$ cat config.mk
export PLATFORM = sky130hd
export DESIGN_NAME = ext_sram_word_seq
export DESIGN_NICKNAME = d
export VERILOG_FILES = /design/src/rtl/ext_sram_word_seq.sv
export SDC_FILE = /design/constraint.sdc
export NUM_CORES = 1
export LEC_CHECK = 0
export CORE_MARGIN = 4
export CORE_UTILIZATION = 30
export CTS_CLUSTER_DIAMETER = 40
export DETAILED_ROUTE_END_ITERATION = 8
export SLEW_MARGIN = 20
export SYNTH_ARGS = -nofsm -noshare
export SYNTH_HDL_FRONTEND = slang
export SYNTH_SLANG_ARGS = --single-unit
$ cat constraint.sdc
create_clock -name clk_i -period 2.27 [get_ports clk_i]
set_clock_uncertainty 0.1 [all_clocks]
set_input_delay 0.681 -clock clk_i [delete_from_list [all_inputs] [get_ports clk_i]]
set_output_delay 0.681 -clock clk_i [all_outputs]
set_load 0.02 [all_outputs]
$ cat src/rtl/ext_sram_word_seq.sv
// ext_sram_word_seq: sequences one 32-bit request into byte strobes on an 8-bit external SRAM bus
module ext_sram_word_seq #(
    parameter int ReadLatency = 1
) (
    input  logic        clk_i,
    input  logic        rst_ni,
    input  logic        req_i,
    output logic        gnt_o,
    input  logic        we_i,
    input  logic [3:0]  be_i,
    input  logic [31:0] addr_i,
    input  logic [31:0] wdata_i,
    output logic        rvalid_o,
    output logic [31:0] rdata_o,
    input  logic [7:0]  ext_sram_rdata_i,
    output logic [7:0]  ext_sram_wdata_o,
    output logic [31:0] ext_sram_addr_o,
    output logic        ext_sram_read_o,
    output logic        ext_sram_write_o
);
    typedef enum logic [2:0] {IDLE, WRITE, RD_ISSUE, RD_WAIT, RESP} state_t;

    state_t      state, state_d;
    logic [29:0] base, base_d, base_src;
    logic [31:0] wdata_q, wdata_d, wsrc, rdata_d, addr_d;
    logic [3:0]  pend, pend_d, m;
    logic [1:0]  lane, lane_d, cnt, cnt_d, first;
    logic [7:0]  wd_d;
    logic        rd_d, wr_d, rv_d, do_wr;
    logic        unused_addr;

    assign unused_addr = ^addr_i[1:0];

    // Next-state and next-output logic; every SRAM pin and rvalid is computed here one cycle ahead and registered below
    always_comb begin
        gnt_o    = req_i && (state == IDLE);
        state_d  = state;
        base_d   = base;
        wdata_d  = wdata_q;
        pend_d   = pend;
        lane_d   = lane;
        cnt_d    = cnt;
        rdata_d  = rdata_o;
        addr_d   = '0;
        wd_d     = '0;
        rd_d     = 1'b0;
        wr_d     = 1'b0;
        rv_d     = 1'b0;
        m        = (state == IDLE) ? be_i : pend;
        wsrc     = (state == IDLE) ? wdata_i : wdata_q;
        base_src = (state == IDLE) ? addr_i[31:2] : base;
        first    = m[0] ? 2'd0 : m[1] ? 2'd1 : m[2] ? 2'd2 : 2'd3;
        do_wr    = (gnt_o && we_i) || (state == WRITE);
        case (state)
            IDLE: begin
                if (gnt_o) begin
                    base_d  = addr_i[31:2];
                    wdata_d = wdata_i;
                    lane_d  = 2'd0;
                    if (!we_i) begin
                        state_d = RD_ISSUE;
                        rd_d    = 1'b1;
                        addr_d  = {addr_i[31:2], 2'b00};
                    end
                end
            end
            RD_ISSUE: begin
                state_d = RD_WAIT;
                cnt_d   = 2'(ReadLatency - 1);
            end
            RD_WAIT: begin
                if (cnt == 2'd0) begin
                    rdata_d[{lane, 3'b000} +: 8] = ext_sram_rdata_i;
                    if (lane == 2'd3) begin
                        state_d = RESP;
                        rv_d    = 1'b1;
                    end else begin
                        lane_d  = lane + 2'd1;
                        state_d = RD_ISSUE;
                        rd_d    = 1'b1;
                        addr_d  = {base, lane + 2'd1};
                    end
                end else begin
                    cnt_d = cnt - 2'd1;
                end
            end
            RESP:    state_d = IDLE;
            default: state_d = state;
        endcase
        if (do_wr) begin
            if (m != 4'b0000) begin
                state_d = WRITE;
                wr_d    = 1'b1;
                addr_d  = {base_src, first};
                wd_d    = wsrc[{first, 3'b000} +: 8];
                pend_d  = m & ~(4'b0001 << first);
            end else begin
                state_d = RESP;
                rv_d    = 1'b1;
            end
        end
    end

    // State, latched request and registered outputs; reset aborts any request in flight
    always_ff @(posedge clk_i or negedge rst_ni) begin
        if (!rst_ni) begin
            state            <= IDLE;
            base             <= '0;
            wdata_q          <= '0;
            pend             <= '0;
            lane             <= '0;
            cnt              <= '0;
            rdata_o          <= '0;
            rvalid_o         <= 1'b0;
            ext_sram_addr_o  <= '0;
            ext_sram_wdata_o <= '0;
            ext_sram_read_o  <= 1'b0;
            ext_sram_write_o <= 1'b0;
        end else begin
            state            <= state_d;
            base             <= base_d;
            wdata_q          <= wdata_d;
            pend             <= pend_d;
            lane             <= lane_d;
            cnt              <= cnt_d;
            rdata_o          <= rdata_d;
            rvalid_o         <= rv_d;
            ext_sram_addr_o  <= addr_d;
            ext_sram_wdata_o <= wd_d;
            ext_sram_read_o  <= rd_d;
            ext_sram_write_o <= wr_d;
        end
    end
endmodule
==> results of run 1 <==
==> routing by layer <==
metal | up-vias | track usage, % | wire [um]
met2 | 137 | 22.8 | 7850
met4 | 0 | 4.25 | 149
met3 | 12 | 3.52 | 897
met1 | 2384 | 19.2 | 7840
li1 | 2342 | - | -
met5 | - | 0 | 0
==> path summary, 6_finish.rpt <==
check	start	end	slack (ns)
worst max-delay path	rdata_o[15]	rdata_o[15]	0.08
worst min-delay path	rst_ni	rdata_o[4]	0.04
worst max register to register	cnt[1]	ext_sram_addr_o[15]	0.23
worst min register to register	rdata_o[21]	rdata_o[21]	0.38
max in group asynchronous	rst_ni	ext_sram_addr_o[9]	1.42
min in group clk_i	rdata_o[21]	rdata_o[21]	0.38
==> synthesized netlist by cell type (2+ instances only) <==
cell       count  share of area, %
nor3_1         5              0.39
ha_1           6               1.2
clkbuf_1      20               1.2
a21oi_1       31               2.4
inv_1         22               1.3
o21ai_1       15               1.2
a22o_1        30               4.1
dfrtp_1      148                58
a32oi_1        2              0.27
a31oi_1        2              0.20
nor2_1         7              0.41
buf_4          2              0.24
nor2b_1        9              0.88
nand3_1        2              0.16
mux2_1        24               4.2
inv_2          3              0.18
o2bb2ai_1      2              0.27
a211oi_2       7               1.4
buf_2         13               1.0
a221oi_1       8               1.1
o21ai_0       39               3.1
a211o_1        8               1.1
nor4_1         2              0.20
o22ai_1        3              0.29
nor3b_1        4              0.47
nand2_1       84               4.9
or3_1          6              0.59
mux2i_1        2              0.31
nand2b_1       2              0.20
mux2_2        38               6.7
==> cell type report <==
type | count | area share (%)
clock buffers | 21 | 5.20
clock inverters | 11 | 1.27
inverters | 25 | 1.04
multi-input cells | 352 | 27.1
flip-flops and latches | 148 | 41.0
well taps | 275 | 3.80
repair buffers | 189 | 20.6
==> cells by family after synthesis <==
group           share of synthesized area, %
fa+ha+maj                               1.18
compound gates                          16.4
buf+inv                                 4.08
mux                                     11.5
flops                                   58.0
simple gates                            8.92
==> repair_timing <==
item	CTS	global route
resized for setup	6	2
pin swaps	0	0
setup endpoints to repair	31	30
endpoints found under the hold margin	0	0
setup buffers	0	0
==> metrics by stage <==
stage | setup WS (ns) | utilization (%) | TNS (ns) | cells
after global placement | -0.527 | 40.3 | -23.50 | 989
after global routing | 0.0152 | 43.2 | 0 | 1021
after CTS | 0.0507 | 43.1 | 0 | 1021
after floorplan | 0.114 | - | 0 | 561
after detailed placement | -0.522 | 40.3 | -24.46 | 989
final | 0.0780 | 43.2 | 0 | 1021
==> registers in the layout, summed over array words and instances, names as in the netlist <==
signal,flops
state,3
ext_sram_addr_o,32
lane,2
rvalid_o,1
wdata_q,32
ext_sram_write_o,1
cnt,2
pend,4
base,30
ext_sram_read_o,1
ext_sram_wdata_o,8
rdata_o,32
==> where the power goes <==
| part | internal (mW) | switching, mW |
|---|---|---|
| combinational | 0.164 | 0.153 |
| sequential | 2.64 | 0.00152 |
| clock | 1.62 | 1.17 |
==> impl_metrics.tcl, run 1 <==
set metrics [dict create \
    tightest_slew_ns 0.589 \
    via_per_inst 4.77 \
    area_growth_pct 41.6 \
    multi_input_area_mm2 0.00245 \
    cp_max_fo 2 \
    fmax_ghz 0.456 \
    avgSynthCellArea_um2 11.4 \
    power_mw 5.75 \
    arrival_ns 1.41 \
    route.detailed.drc 0 \
    placed_area_mm2 0.00844 \
    syn-num-nets 647 \
    slew_violations 0 \
    yosys_most_used_dff "dfrtp_1" \
    ys_types 45 \
    cp-end-kind "output port" \
    cp_top_family "buffers and inverters" \
    crit_slowest_cell "clkdlybuf4s50_1" \
    design_area_mm2 0.00904 \
    n_antenna_cell 0 \
    initial_core_util_pct 30.5 \
    worstPathBufferInverterCount 1 \
    async_flop_share_pct 100 \
    status "complete, no violations" \
    synth_seq_cells 148 \
    setup_viol 0 \
    clkSinkCount 148 \
    fillers 2043 \
    via_count 4875 \
    seqCellArea_mm2 0.00370 \
    grt_max_degree 47 \
    drt_iter0_drc 208 \
    die_y_um 154 \
    drt_wl_total_um 16700 \
    die_w_um 154 \
    routedWlPerCell_um 16.4 \
    htreeDepth 4 \
    die_area_mm2 0.0237 \
    hp-class "in -> async" \
    ant_nets 0 \
    maxSlewHeadroom_pct 60.8 \
    ctsHoldBuffers 0 \
    dp_hpwl_um 11500 \
    irDropWorstVdd_mv 0.444 \
    path_depth 1 \
    seq_area_frac_synth_pct 58.0 \
    worst_setup_path_start_kind "flip-flop" \
    overflow 0 \
    clk_pin_slew_ns 0.06 \
    min_period_ns 2.19 \
    grt_usage_pct 14.2 \
    max_cap_viol_count 0 \
    gp_congestion 0.783 \
    grt_pass1_vias 5084 \
    syn_area_mm2 0.00638 \
    cts_tree "yes" \
    ys_warn_count 0 \
    clk-insertion-delay-late_ns 0.42 \
    cts_root_buf "clkbuf_16" \
    finalCritPeriodShare_pct 96.6 \
    syn-instance-count 561 \
    layout_common_cells "clkdlybuf4s50_1 (150), dfrtp_1 (148), nand2_1 (84), o21ai_0 (39), mux2_2 (38)" \
    reg2regPathDepth 7 \
    p_leak_nw 4.15 \
    critPathKind "reg -> out" \
    whs_ns 0.0435 \
    grt_pass1_wl_um 26800 \
    io_buffers 153 \
    antenna_found_initial 0 \
    synth-edff-count 0 \
    cts.path.max_buffers 2 \
    final_common_cell "clkdlybuf4s50_1" \
    cp_cell_sequence "clkdlybuf4s50_1" \
    rsz0062_at_grt "no" \
    cpPeakStageDelay_ns 0.62 \
    power.density_mw_per_mm2 636 \
    numCtsBuffers 17 \
    std_cell_rows 53 \
    layout-drive-gt1-share_pct 16.4 \
    hold_viol 0 \
    io_pins 156 \
    firstDrtPassIters 4 \
    core_mm2 0.0210 \
    cp.required_ns 1.49 \
    layout.nets 819 \
]
(Power assumes the default switching activity.)
==> run 2: changes to the inputs <==
CELL_PAD_IN_SITES_DETAIL_PLACEMENT = 0   (was not set)
CELL_PAD_IN_SITES_GLOBAL_PLACEMENT = 1   (was not set)
DONT_BUFFER_PORTS = 1   (was not set)
PLACE_DENSITY_LB_ADDON = 0.1   (was not set)
==> impl_metrics.tcl, run 2 (synthesis gave the netlist of run 1 again) <==
set metrics [dict create \
    status "finished, violations left" \
    violations "hold timing" \
    grt_pass1_wl_um 26300 \
    dp_hpwl_um 11300 \
    top_regs "ext_sram_addr_o (32), rdata_o (32), wdata_q (32)" \
    tightest_slew_ns 0.464 \
    cp-end-kind "output port" \
    clk-insertion-delay-late_ns 0.42 \
    setup_viol 0 \
    die_area_mm2 0.0237 \
    pre_cts_slack_ns 0.150 \
    met2_length_um 8250 \
    finalCritPeriodShare_pct 91.9 \
    drt_wl_total_um 16700 \
    design_area_mm2 0.00735 \
    worstReg2RegEnd "ext_sram_addr_o[2]" \
    antenna_found_initial 0 \
    power_mw 5.39 \
    die_w_um 154 \
    clk_pin_slew_ns 0.07 \
    cts.path.max_buffers 2 \
    cp_max_fo 3 \
    max_cap_viol_count 0 \
    hold_viol 148 \
    regToRegSetupSlack_ns 0.20 \
    via_count 4219 \
    critPathKind "reg -> out" \
    cp.required_ns 1.49 \
    worst_slack_ns 0.183 \
    routed-wl-met3_um 1300 \
    firstDrtPassIters 4 \
    r2r_start "cnt[0]" \
    hp-class "in -> async" \
    die_y_um 154 \
    whs_ns -0.152 \
    layout-drive-gt1-share_pct 18.3 \
    rsz0062_at_grt "no" \
    layout_common_cells "dfrtp_1 (148), nand2_1 (84), o21ai_0 (39), mux2_2 (38)" \
    power.density_mw_per_mm2 734 \
    cts_root_buf "clkbuf_16" \
    cts_tree "yes" \
    io_pins 156 \
    grt_max_degree 149 \
    overflow 0 \
    fillers 2123 \
    final_cells 854 \
    gp_congestion 0.754 \
    finish.utilization_pct 35.1 \
    n_antenna_cell 0 \
    grt_pass1_vias 4491 \
    area_growth_pct 15.1 \
    min_period_ns 2.09 \
    numCtsBuffers 17 \
    place_inst 822 \
    wl_met1_um 6700 \
    slew_violations 0 \
    fmax_ghz 0.479 \
    initial_core_util_pct 30.5 \
    ant_nets 0 \
    reg2regPathDepth 7 \
    placed_area_mm2 0.00677 \
    p_leak_nw 3.46 \
    arrival_ns 1.31 \
    drt_iter0_drc 199 \
    top_layer "met4" \
    std_cell_rows 53 \
    core_mm2 0.0210 \
    final_common_cell "dfrtp_1" \
    routedWlPerCell_um 19.5 \
    layout.nets 652 \
    io_buffers 0 \
    clkSinkCount 148 \
    route.detailed.drc 0 \
    irDropWorstVdd_mv 0.474 \
    htreeDepth 4 \
    worst_setup_path_start_kind "flip-flop" \
    grt_usage_pct 14.3 \
    via_per_inst 4.94 \
    setup_tns_ns 0 \
    maxSlewHeadroom_pct 69.0 \
    postCtsSetupBuffers 0 \
]
## run 2: changes by cell type in the layout (fill, tap and decap cells not counted), moves of 2 or more
cell and change:
clkdlybuf4s50_1 -150, buf_4 -13, buf_12 -2, clkbuf_8 -2, inv_8 +2
## run 2: cell type report
cell class,instances,area (um^2),area share (%)
multi-input combinational,352,2450,33.3
clock inverter,13,115,1.57
inverter,25,96.3,1.31
tap,275,344,4.68
timing repair buffer,22,203,2.76
sequential,148,3700,50.4
clock buffer,19,443,6.02
## run 2: per-layer routing
metal  track usage [%]  up-vias
li1                  -     1998
met1              16.8     2078
met2              23.6      120
met3              5.38       23
met4              6.06        0
met5                 0        -
## run 2: power breakdown
part	switching [mW]	leakage, nW	internal, mW
sequential	0.00170	1.83	2.64
clock	1.22	0.265	1.46
combinational	0.0351	1.36	0.0325
## run 2: repair_timing
| item | 4_1_cts | 5_1_grt |
|---|---|---|
| hold endpoints to repair | 148 | 148 |
| gates resized for setup | 0 | 3 |
| setup endpoints to repair | 0 | 7 |
## run 2: worst max-delay path, stage by stage, from the launching register on
cell and delay, ns:
dfrtp_1 0.39, nor3_2 0.20, nand2_1 0.14, inv_4 0.14
## run 2: worst max path at each step
| stage | cells past startpoint | endpoint | startpoint |
|---|---|---|---|
| finish | 3 | gnt_o | state[1] |
| global route | 3 | gnt_o | state[1] |
| CTS | 3 | gnt_o | state[2] |
| detailed placement | 7 | ext_sram_addr_o[2] | cnt[1] |
| global placement | 7 | ext_sram_addr_o[7] | cnt[0] |
| floorplan | 5 | gnt_o | state[2] |
